File: src/rtl/time_preset_entry.sv
// MM:SS BCD preset editor: select a digit with sel, step it with inc/dec (auto-repeat), commit.
// Optional macro TIME_PRESET_ABORT_EN adds abort_p_i, which restores the pre-edit value.
module time_preset_entry #(
  parameter int unsigned BLINK_DIV    = 12500000,
  parameter int unsigned REPEAT_DELAY = 25000000,
  parameter int unsigned REPEAT_RATE  = 6250000
) (
  input  logic        clk,
  input  logic        rst_n,
  input  logic        sel_p_i,
  input  logic        inc_lvl_i,
  input  logic        dec_lvl_i,
`ifdef TIME_PRESET_ABORT_EN
  input  logic        abort_p_i,
`endif
  output logic [15:0] preset_bcd_o,
  output logic        load_o,
  output logic        editing_o,
  output logic [3:0]  blank_o
);

  localparam int unsigned HoldW  = $clog2(REPEAT_DELAY + REPEAT_RATE + 1);
  localparam int unsigned BlinkW = $clog2(BLINK_DIV + 1);

  typedef enum logic [2:0] {StIdle, StEM1, StEM0, StES1, StES0} state_e;

  state_e             state_q, state_d;
  logic [15:0]        preset_q, preset_d;
  logic [HoldW-1:0]   hold_q, hold_d;
  logic [BlinkW-1:0]  blink_q, blink_d;
  logic               phase_q, phase_d;
  logic               load_q, load_d;
  logic               editing_q;
  logic [3:0]         blank_q, blank_d;
  logic               inc_q, dec_q;
  logic               inc_only, dec_only, rise, step, abort_req;
  logic [HoldW-1:0]   hold_inc;

  function automatic logic [3:0] bump(input logic [3:0] d, input logic up, input logic [3:0] max);
    if (up) return (d == max) ? 4'd0 : d + 4'd1;
    else    return (d == 4'd0) ? max : d - 4'd1;
  endfunction

`ifdef TIME_PRESET_ABORT_EN
  logic [15:0] shadow_q, shadow_d;
  assign abort_req = abort_p_i && (state_q != StIdle);
`else
  assign abort_req = 1'b0;
`endif

  assign inc_only = inc_lvl_i & ~dec_lvl_i;
  assign dec_only = dec_lvl_i & ~inc_lvl_i;
  assign rise     = (inc_only & ~inc_q) | (dec_only & ~dec_q);
  assign hold_inc = hold_q + HoldW'(1);

  always_comb begin
    state_d  = state_q;
    preset_d = preset_q;
    hold_d   = hold_q;
    blink_d  = blink_q;
    phase_d  = phase_q;
    load_d   = 1'b0;
    blank_d  = 4'b0000;
    step     = 1'b0;
`ifdef TIME_PRESET_ABORT_EN
    shadow_d = shadow_q;
`endif

    // Hold counter: immediate step on press, then delay, then fixed-rate repeat.
    if (!inc_only && !dec_only) begin
      hold_d = '0;
    end else if (rise) begin
      step   = 1'b1;
      hold_d = '0;
    end else if (hold_inc == HoldW'(REPEAT_DELAY)) begin
      step   = 1'b1;
      hold_d = hold_inc;
    end else if (hold_inc == HoldW'(REPEAT_DELAY + REPEAT_RATE)) begin
      step   = 1'b1;
      hold_d = HoldW'(REPEAT_DELAY);
    end else begin
      hold_d = hold_inc;
    end

    if (state_q == StIdle) begin
      step   = 1'b0;
      hold_d = '0;
      if (sel_p_i) begin
        state_d  = StEM1;
`ifdef TIME_PRESET_ABORT_EN
        shadow_d = preset_q;
`endif
      end
    end else if (abort_req) begin
`ifdef TIME_PRESET_ABORT_EN
      preset_d = shadow_q;
`endif
      state_d = StIdle;
    end else if (sel_p_i) begin
      unique case (state_q)
        StEM1:   state_d = StEM0;
        StEM0:   state_d = StES1;
        StES1:   state_d = StES0;
        default: begin
          state_d = StIdle;
          load_d  = 1'b1;
        end
      endcase
    end else if (step) begin
      unique case (state_q)
        StEM1:   preset_d[15:12] = bump(preset_q[15:12], inc_only, 4'd5);
        StEM0:   preset_d[11:8]  = bump(preset_q[11:8], inc_only, 4'd9);
        StES1:   preset_d[7:4]   = bump(preset_q[7:4], inc_only, 4'd5);
        default: preset_d[3:0]   = bump(preset_q[3:0], inc_only, 4'd9);
      endcase
    end

    // Any change restarts the blink so the digit is visible right away.
    if (state_d != state_q) begin
      hold_d  = '0;
      blink_d = '0;
      phase_d = 1'b0;
    end else if (state_q == StIdle || step) begin
      blink_d = '0;
      phase_d = 1'b0;
    end else if (blink_q == BlinkW'(BLINK_DIV - 1)) begin
      blink_d = '0;
      phase_d = ~phase_q;
    end else begin
      blink_d = blink_q + BlinkW'(1);
    end

    if (phase_q) begin
      unique case (state_q)
        StEM1:   blank_d = 4'b1000;
        StEM0:   blank_d = 4'b0100;
        StES1:   blank_d = 4'b0010;
        StES0:   blank_d = 4'b0001;
        default: blank_d = 4'b0000;
      endcase
    end
  end

  always_ff @(posedge clk or negedge rst_n) begin
    if (!rst_n) begin
      state_q   <= StIdle;
      preset_q  <= 16'h0000;
      hold_q    <= '0;
      blink_q   <= '0;
      phase_q   <= 1'b0;
      load_q    <= 1'b0;
      editing_q <= 1'b0;
      blank_q   <= 4'b0000;
      inc_q     <= 1'b0;
      dec_q     <= 1'b0;
`ifdef TIME_PRESET_ABORT_EN
      shadow_q  <= 16'h0000;
`endif
    end else begin
      state_q   <= state_d;
      preset_q  <= preset_d;
      hold_q    <= hold_d;
      blink_q   <= blink_d;
      phase_q   <= phase_d;
      load_q    <= load_d;
      editing_q <= (state_q != StIdle);
      blank_q   <= blank_d;
      inc_q     <= inc_lvl_i;
      dec_q     <= dec_lvl_i;
`ifdef TIME_PRESET_ABORT_EN
      shadow_q  <= shadow_d;
`endif
    end
  end

  assign preset_bcd_o = preset_q;
  assign load_o       = load_q;
  assign editing_o    = editing_q;
  assign blank_o      = blank_q;

endmodule

File: config.mk
export PLATFORM = sky130hd
export DESIGN_NAME = time_preset_entry
export DESIGN_NICKNAME = d
export VERILOG_FILES = /design/src/rtl/time_preset_entry.sv
export SDC_FILE = /design/constraint.sdc
export NUM_CORES = 1
export LEC_CHECK = 0
export BUFFER_PORTS_ARGS = -buffer_cell sky130_fd_sc_hd__buf_4
export CAP_MARGIN = 20
export CORE_AREA = 2 2 94 96
export CTS_BUF_LIST = sky130_fd_sc_hd__clkbuf_16
export CTS_CLUSTER_DIAMETER = 50
export DETAILED_ROUTE_END_ITERATION = 8
export DIE_AREA = 0 0 96 98
export PLACE_DENSITY_LB_ADDON = 0.15
export SYNTH_ARGS = -nofsm -noshare
export SYNTH_HDL_FRONTEND = slang
export SYNTH_SLANG_ARGS = --single-unit
File: constraint.sdc
create_clock -name clk -period 6.75 [get_ports clk]
set_input_delay 0.675 -clock clk [delete_from_list [all_inputs] [get_ports clk]]
set_output_delay 0.675 -clock clk [all_outputs]
set_load 0.03 [all_outputs]
Yosys cells after proc, flatten, opt, wreduce, memory -nomap -nowiden
Cells that the tools add are included.
{"block": "op_classes", "multipliers": 0, "bitwise_logic": 13, "n_mux": 38, "order_cmp": 0, "n_eq_ne": 12, "div_mod_pow": 0, "n_shift": 0, "addsub": 10, "reduce_logical": 16}
{"cell": "25-bit 2-to-1 mux", "n": 6}
{"cell": "24-bit 2-to-1 mux", "n": 3}
{"cell": "4-bit 2-to-1 mux", "n": 13}
{"cell": "25-bit == test (second input constant)", "n": 2}
{"cell": "25-bit by 1-bit adder with 25-bit output (second input constant)", "n": 1}
{"cell": "24-bit by 1-bit adder with 24-bit output (second input constant)", "n": 1}
{"cell": "24-bit == test (second input constant)", "n": 1}
{"cell": "4-bit by 1-bit adder with 4-bit output (second input constant)", "n": 4}
{"cell": "4-bit zero test", "n": 4}
{"cell": "4-bit one-hot mux with 4 select lines", "n": 1}
{"cell": "4-bit AND reduction", "n": 4}
{"cell": "4-bit by 1-bit subtractor with 4-bit output (second input constant)", "n": 4}
{"cell": "1-bit 2-to-1 mux", "n": 11}
{"cell": "3-bit 2-to-1 mux", "n": 3}
{"cell": "3-bit one-hot mux with 3 select lines", "n": 1}
{"cell": "4-bit by 3-bit == test with 1-bit output (second input constant)", "n": 2}
{"cell": "4-bit == test (second input constant)", "n": 2}
{"cell": "1-bit NOT", "n": 8}
{"cell": "3-bit by 2-bit == test with 1-bit output (second input constant)", "n": 2}
{"cell": "3-bit nonzero test", "n": 2}
{"cell": "1-bit bitwise AND", "n": 4}
{"cell": "3-bit by 1-bit == test with 1-bit output (second input constant)", "n": 1}
{"cell": "3-bit == test (second input constant)", "n": 1}
{"cell": "3-bit zero test", "n": 1}
{"cell": "6 further kinds", "n": 7}
{"block": "word_totals", "out_inout_bits": 22, "ff_bits": 77, "n_memories": 0, "rom_bits": 0, "mem_bits_rw": 0, "latchBits": 0}

Logic depth before layout (Yosys ltp)
{"block": "logic_depth", "depth_word": 10, "depth_mapped": 12, "ltp_nobuf": 10}

Worst setup path after synthesis
Ideal clock, no wire load.
{"block": "synth_timing", "kind": "register to register", "startpoint": "register hold_q[0]", "endpoint": "register preset_q[14] (netlist: preset_bcd_o[14])", "period_less_slack_ns": 3.125, "slack_ns": 3.625, "arrival_time_ns": 3.001, "stages_incl_launch_ff": 12, "path_buffers": 1, "path_cell_list": "dfrtp_1 ha_1 clkbuf_1 inv_1 or4_4 xnor2_2 o2111ai_1 a2111oi_4 o21ai_4 and2_4 or2_1 a211o_1"}
{"block": "synth_between", "elab_chain_cells": 7, "elab_cells_between_ends": 8}
{"item": "start: declaration", "line": "29", "source": "logic [HoldW-1:0] hold_q, hold_d;"}
{"item": "start signal: assignment", "line": "162", "source": "hold_q <= hold_d;"}
{"item": "25-bit by 1-bit adder with 25-bit output (*)", "line": "54", "source": "assign hold_inc = hold_q + HoldW'(1);"}
{"item": "25-bit == test", "line": "78", "source": "end else if (hold_inc == HoldW'(REPEAT_DELAY + REPEAT_RATE)) begin"}
{"item": "1-bit 2-to-1 mux", "line": "78"}
{"item": "1-bit 2-to-1 mux (*)", "line": "75", "source": "end else if (hold_inc == HoldW'(REPEAT_DELAY)) begin"}
{"item": "1-bit 2-to-1 mux (*)", "line": "72", "source": "end else if (rise) begin"}
{"item": "1-bit 2-to-1 mux (*)", "line": "70", "source": "if (!inc_only && !dec_only) begin"}
{"item": "4-bit AND reduction (no source line) (*)"}
{"item": "end signal: assignment", "line": "161", "source": "preset_q <= preset_d;"}
{"item": "end: declaration", "line": "28", "source": "logic [15:0] preset_q, preset_d;"}
Mark *: on every way between the ends. The rest lies on a longest branch, timed or not.
A chain may end at the register's enable or synchronous reset.

Final worst setup path
{"block": "layout_timing", "startpoint": "input inc_lvl_i", "endpoint": "register hold_q[15]"}
{"block": "layout_between", "elab_chain_cells": 8, "elab_cells_between_ends": 13}
{"item": "start: declaration", "line": "11", "source": "input logic inc_lvl_i,"}
{"item": "1-bit NOT", "line": "52", "source": "assign dec_only = dec_lvl_i & ~inc_lvl_i;"}
{"item": "1-bit bitwise AND", "line": "52"}
{"item": "1-bit bitwise AND", "line": "53", "source": "assign rise = (inc_only & ~inc_q) | (dec_only & ~dec_q);"}
{"item": "1-bit OR", "line": "53"}
{"item": "25-bit 2-to-1 mux", "line": "72"}
{"item": "25-bit 2-to-1 mux (*)", "line": "70"}
{"item": "25-bit 2-to-1 mux (*)", "line": "85", "source": "if (state_q == StIdle) begin"}
{"item": "25-bit 2-to-1 mux (*)", "line": "119", "source": "if (state_d != state_q) begin"}
{"item": "via hold_d[15]", "line": "29"}
Mark *: on every way through the listed nets, which the timed path passes. The rest lies on a longest branch.

==> run_results.csv <==
group,metric,value,unit
placed_design,dp.cells,586,
logic_synthesis,synth_ff_type,"dfrtp_1",
global_route,grt_pass1_wl,15900,um
critical_path,startpoint_type,"input port",
cts,clock_path_buffers,2,
timing,fin_ws,3.19,ns
cts,clk_pin_slew,0.06,ns
critical_path,crit_type,"input port to flip-flop",
die,core_area,8470,um2
cts,cts_buffers,9,
detailed_routing,first_pass_iters,4,
die,die_h,98,um
power,pwr-share-seq,43.8,%
timing,slew_headroom,37.4,%
logic_synthesis,async_flop_share,100,%
cts,cts_tree,"done",
timing,finalCriticalPeriod,3.56,ns
flow_run,cap_violations,0,
detailed_routing,drc_errors,0,
critical_path,worst_r2r_startpoint,"hold_q[0]$_DFF_PN0_",
cts,cts_sinks,77,
timing,finalCritPeriodShare,52.7,%
timing,tightest_slew,0.940,ns
die,placementRows,34,
placed_design,port_buffers,26,
timing,fin_worst_skew,0.00323,ns
logic_synthesis,synth.distinct_cells,74,
detailed_routing,vias_per_cell,5.74,
cts,clock_latency,0.33,ns
placed_design,dp_worst_setup_slack,2.82,ns
critical_path,critPathArrivalTime,3.81,ns
worst_hold_path,worstHoldPathCells,1,
cts,h-tree-depth,3,
detailed_routing,wirelength,9260,um
timing,tns,0,ns
die,initial_core_util,53.3,%
cts,cts_resized,0,
power,swShare,35.3,%
global_route,grt_remaining_overflow,0,
timing,drv_slew,0,
power,intPower,0.000895,W
worst_hold_path,hp-start,"inc_lvl_i",
logic_synthesis,syn_nets,484,
critical_path,critPathRequiredTime,7.00,ns
placed_design,place_hpwl,6110,um
detailed_routing,vias,3461,
cts,cts_hold_buf,0,
cells_and_area,final_cells,603,
outcome,status,"complete, no violations",
critical_path,cp-end-kind,"flip-flop",
timing,timing.fmax,281,MHz
cells_and_area,final_cell_mix,"dfrtp_1 (77), nor2_1 (50), nand3_1 (31)",
detailed_routing,antenna_left,0,
critical_path,slowest_delay,0.71,ns
timing,setup_viol_count_final,0,
critical_path,path_cells,"buf_4 > ha_1 > inv_1 > a2bb2oi_1 > nand3_1 > nand2b_1 > nor2_1",
cells_and_area,drive_gt1_share,13.5,%
power,clockPowerShare,31.2,%
critical_path,r2r_cells,10,
logic_synthesis,synth_edf_count,0,
timing,final_hold_viol_count,0,
global_route,grt_pass1_vias,3319,
worst_hold_path,hp-class,"input port to flip-flop",
logic_synthesis,syn_inst,475,
cts,cts_root_buffer,"clkbuf_16",
critical_path,reg2reg_slack,3.22,ns
critical_path,cp_max_fo,24,
placed_design,gp_congestion,0.860,
cells_and_area,num_antenna_cells,0,
cells_and_area,final_common_cell,"dfrtp_1",
detailed_routing,initialDrtViolationCount,159,
critical_path,cp_slowest_cell,"a2bb2oi_1",
power,p_leak,2.17,nW
logic_synthesis,syn_avg_cell_area,9.50,um2
cts,postCtsSetupRepairBufs,0,
power,ir_worst_vdd,0.194,mV
cells_and_area,final_nets,499,
global_route,grt_max_degree,78,
power,power_density,276,nW/um2
detailed_routing,wl_per_cell,15.3,um
die,io_pins,27,
cells_and_area,syn_to_final_growth,11.1,%
logic_synthesis,synth_area,4510,um2
logic_synthesis,synth_seq_area_share,42.7,%
die,die_area,9410,um2
global_route,antenna_found_initial,0,
global_route,grtUsageTotal,21.1,%
logic_synthesis,yosys_register_bits,77,
logic_synthesis,yosysWarnings,0,
die,die-width,96,um
critical_path,r2r_end,"preset_bcd_o[6]$_DFFE_PN0P_",
power,p_sw,0.000488,W
power,pwr-share-comb,25.0,%
worst_hold_path,min_to,"inc_q$_DFF_PN0_",
timing,grt_setup_unrepaired,"false",
==> sequential cells by signal, indices dropped and copies added, names as in the netlist <==
name          count
hold_q           25
blink_q          24
preset_bcd_o     16
blank_o           4
state_q           3
dec_q             1
editing_o         1
inc_q             1
load_o            1
phase_q           1
==> final cells by class <==
| cell class | instances | area [um2] |
|---|---|---|
| fill | 748 | 3450 |
| multi-input combinational | 360 | 2420 |
| sequential | 77 | 1930 |
| clock buffer | 9 | 225 |
| timing repair buffer | 27 | 206 |
| tap | 108 | 135 |
| inverter | 15 | 56.3 |
| clock inverter | 7 | 42.5 |
==> cells by family (layout without fill, tap and decap cells) <==
kind of cell | after synthesis | after routing | synth area share [%]
AO/OA/AOI/OAI | 70 | 70 | 11.8
XOR/XNOR | 54 | 54 | 10.6
adder cells (fa/ha/maj) | 4 | 4 | 1.11
buffers and inverters | 38 | 58 | 3.69
flip-flops | 77 | 77 | 42.7
multiplexers | 3 | 3 | 0.721
AND/OR/NAND/NOR | 229 | 229 | 29.3
==> synthesized netlist by cell type (4+ instances only) <==
cell       n  area [um2]
a211o_1    4        35.0
o21ai_0   15        75.1
nor4b_1    5        43.8
inv_1     15        56.3
nor2b_1    8        50.1
clkbuf_1  14        52.6
a21oi_1   16        80.1
and2_1    13        81.3
nor2_1    50         188
nand2_1   28         105
dfrtp_1   77        1930
nand2b_1   4        25.0
nand4_1   21         131
nand3_1   31         155
xnor2_1   28         245
xor2_1    25         219
ha_1       4        50.1
and3_1    25         156
o31ai_1    4        30.0
nor3_1     8        40.0
==> per-layer routing <==
metal  wire length [um]  track usage [%]  vias up
met2               4410             31.7       39
met1               4450             30.1     1682
met4                131             6.70        0
met5                  0                0        -
li1                   -                -     1730
met3                268             5.02       10
==> power by group through the flow <==
stage,Clock (W),Combinational (W),Sequential (W)
2_1_floorplan,0,0.000209,0.000635
3_3_place_gp,0,0.000337,0.000610
3_5_place_dp,0,0.000341,0.000611
4_1_cts,0.000445,0.000342,0.000603
5_1_grt,0.000466,0.000380,0.000619
6_report,0.000431,0.000345,0.000606
==> worst max-delay path by stage <==
stage,from,to,cells past startpoint
final,inc_lvl_i,hold_q[15]$_DFF_PN0_,7
after global routing,inc_lvl_i,hold_q[23]$_DFF_PN0_,7
after CTS,hold_q[0]$_DFF_PN0_,blink_q[13]$_DFF_PN0_,10
after detailed placement,inc_lvl_i,blink_q[19]$_DFF_PN0_,7
after global placement,inc_lvl_i,blink_q[19]$_DFF_PN0_,7
after floorplan,hold_q[0]$_DFF_PN0_,preset_bcd_o[14]$_DFFE_PN0P_,11
==> metrics by stage <==
stage          hold slack (ns)  util [%]  area (um2)  total power (W)
3_5_place_dp             0.540      55.9        4730         0.000951
3_3_place_gp             0.543      55.9        4730         0.000947
2_1_floorplan            0.379         -        4510         0.000844
6_report                 0.470      59.2        5010          0.00138
5_1_grt                  0.456      59.2        5010          0.00146
4_1_cts                  0.457      59.1        5000          0.00139
==> worst max-delay path: cells and delay by family <==
family | cells | cell delay [ns]
simple gates | 3 | 1.39
compound gates | 1 | 0.71
buf+inv | 2 | 0.56
fa+ha+maj | 1 | 0.47
Note: power is estimated with default switching activity, not from simulation.
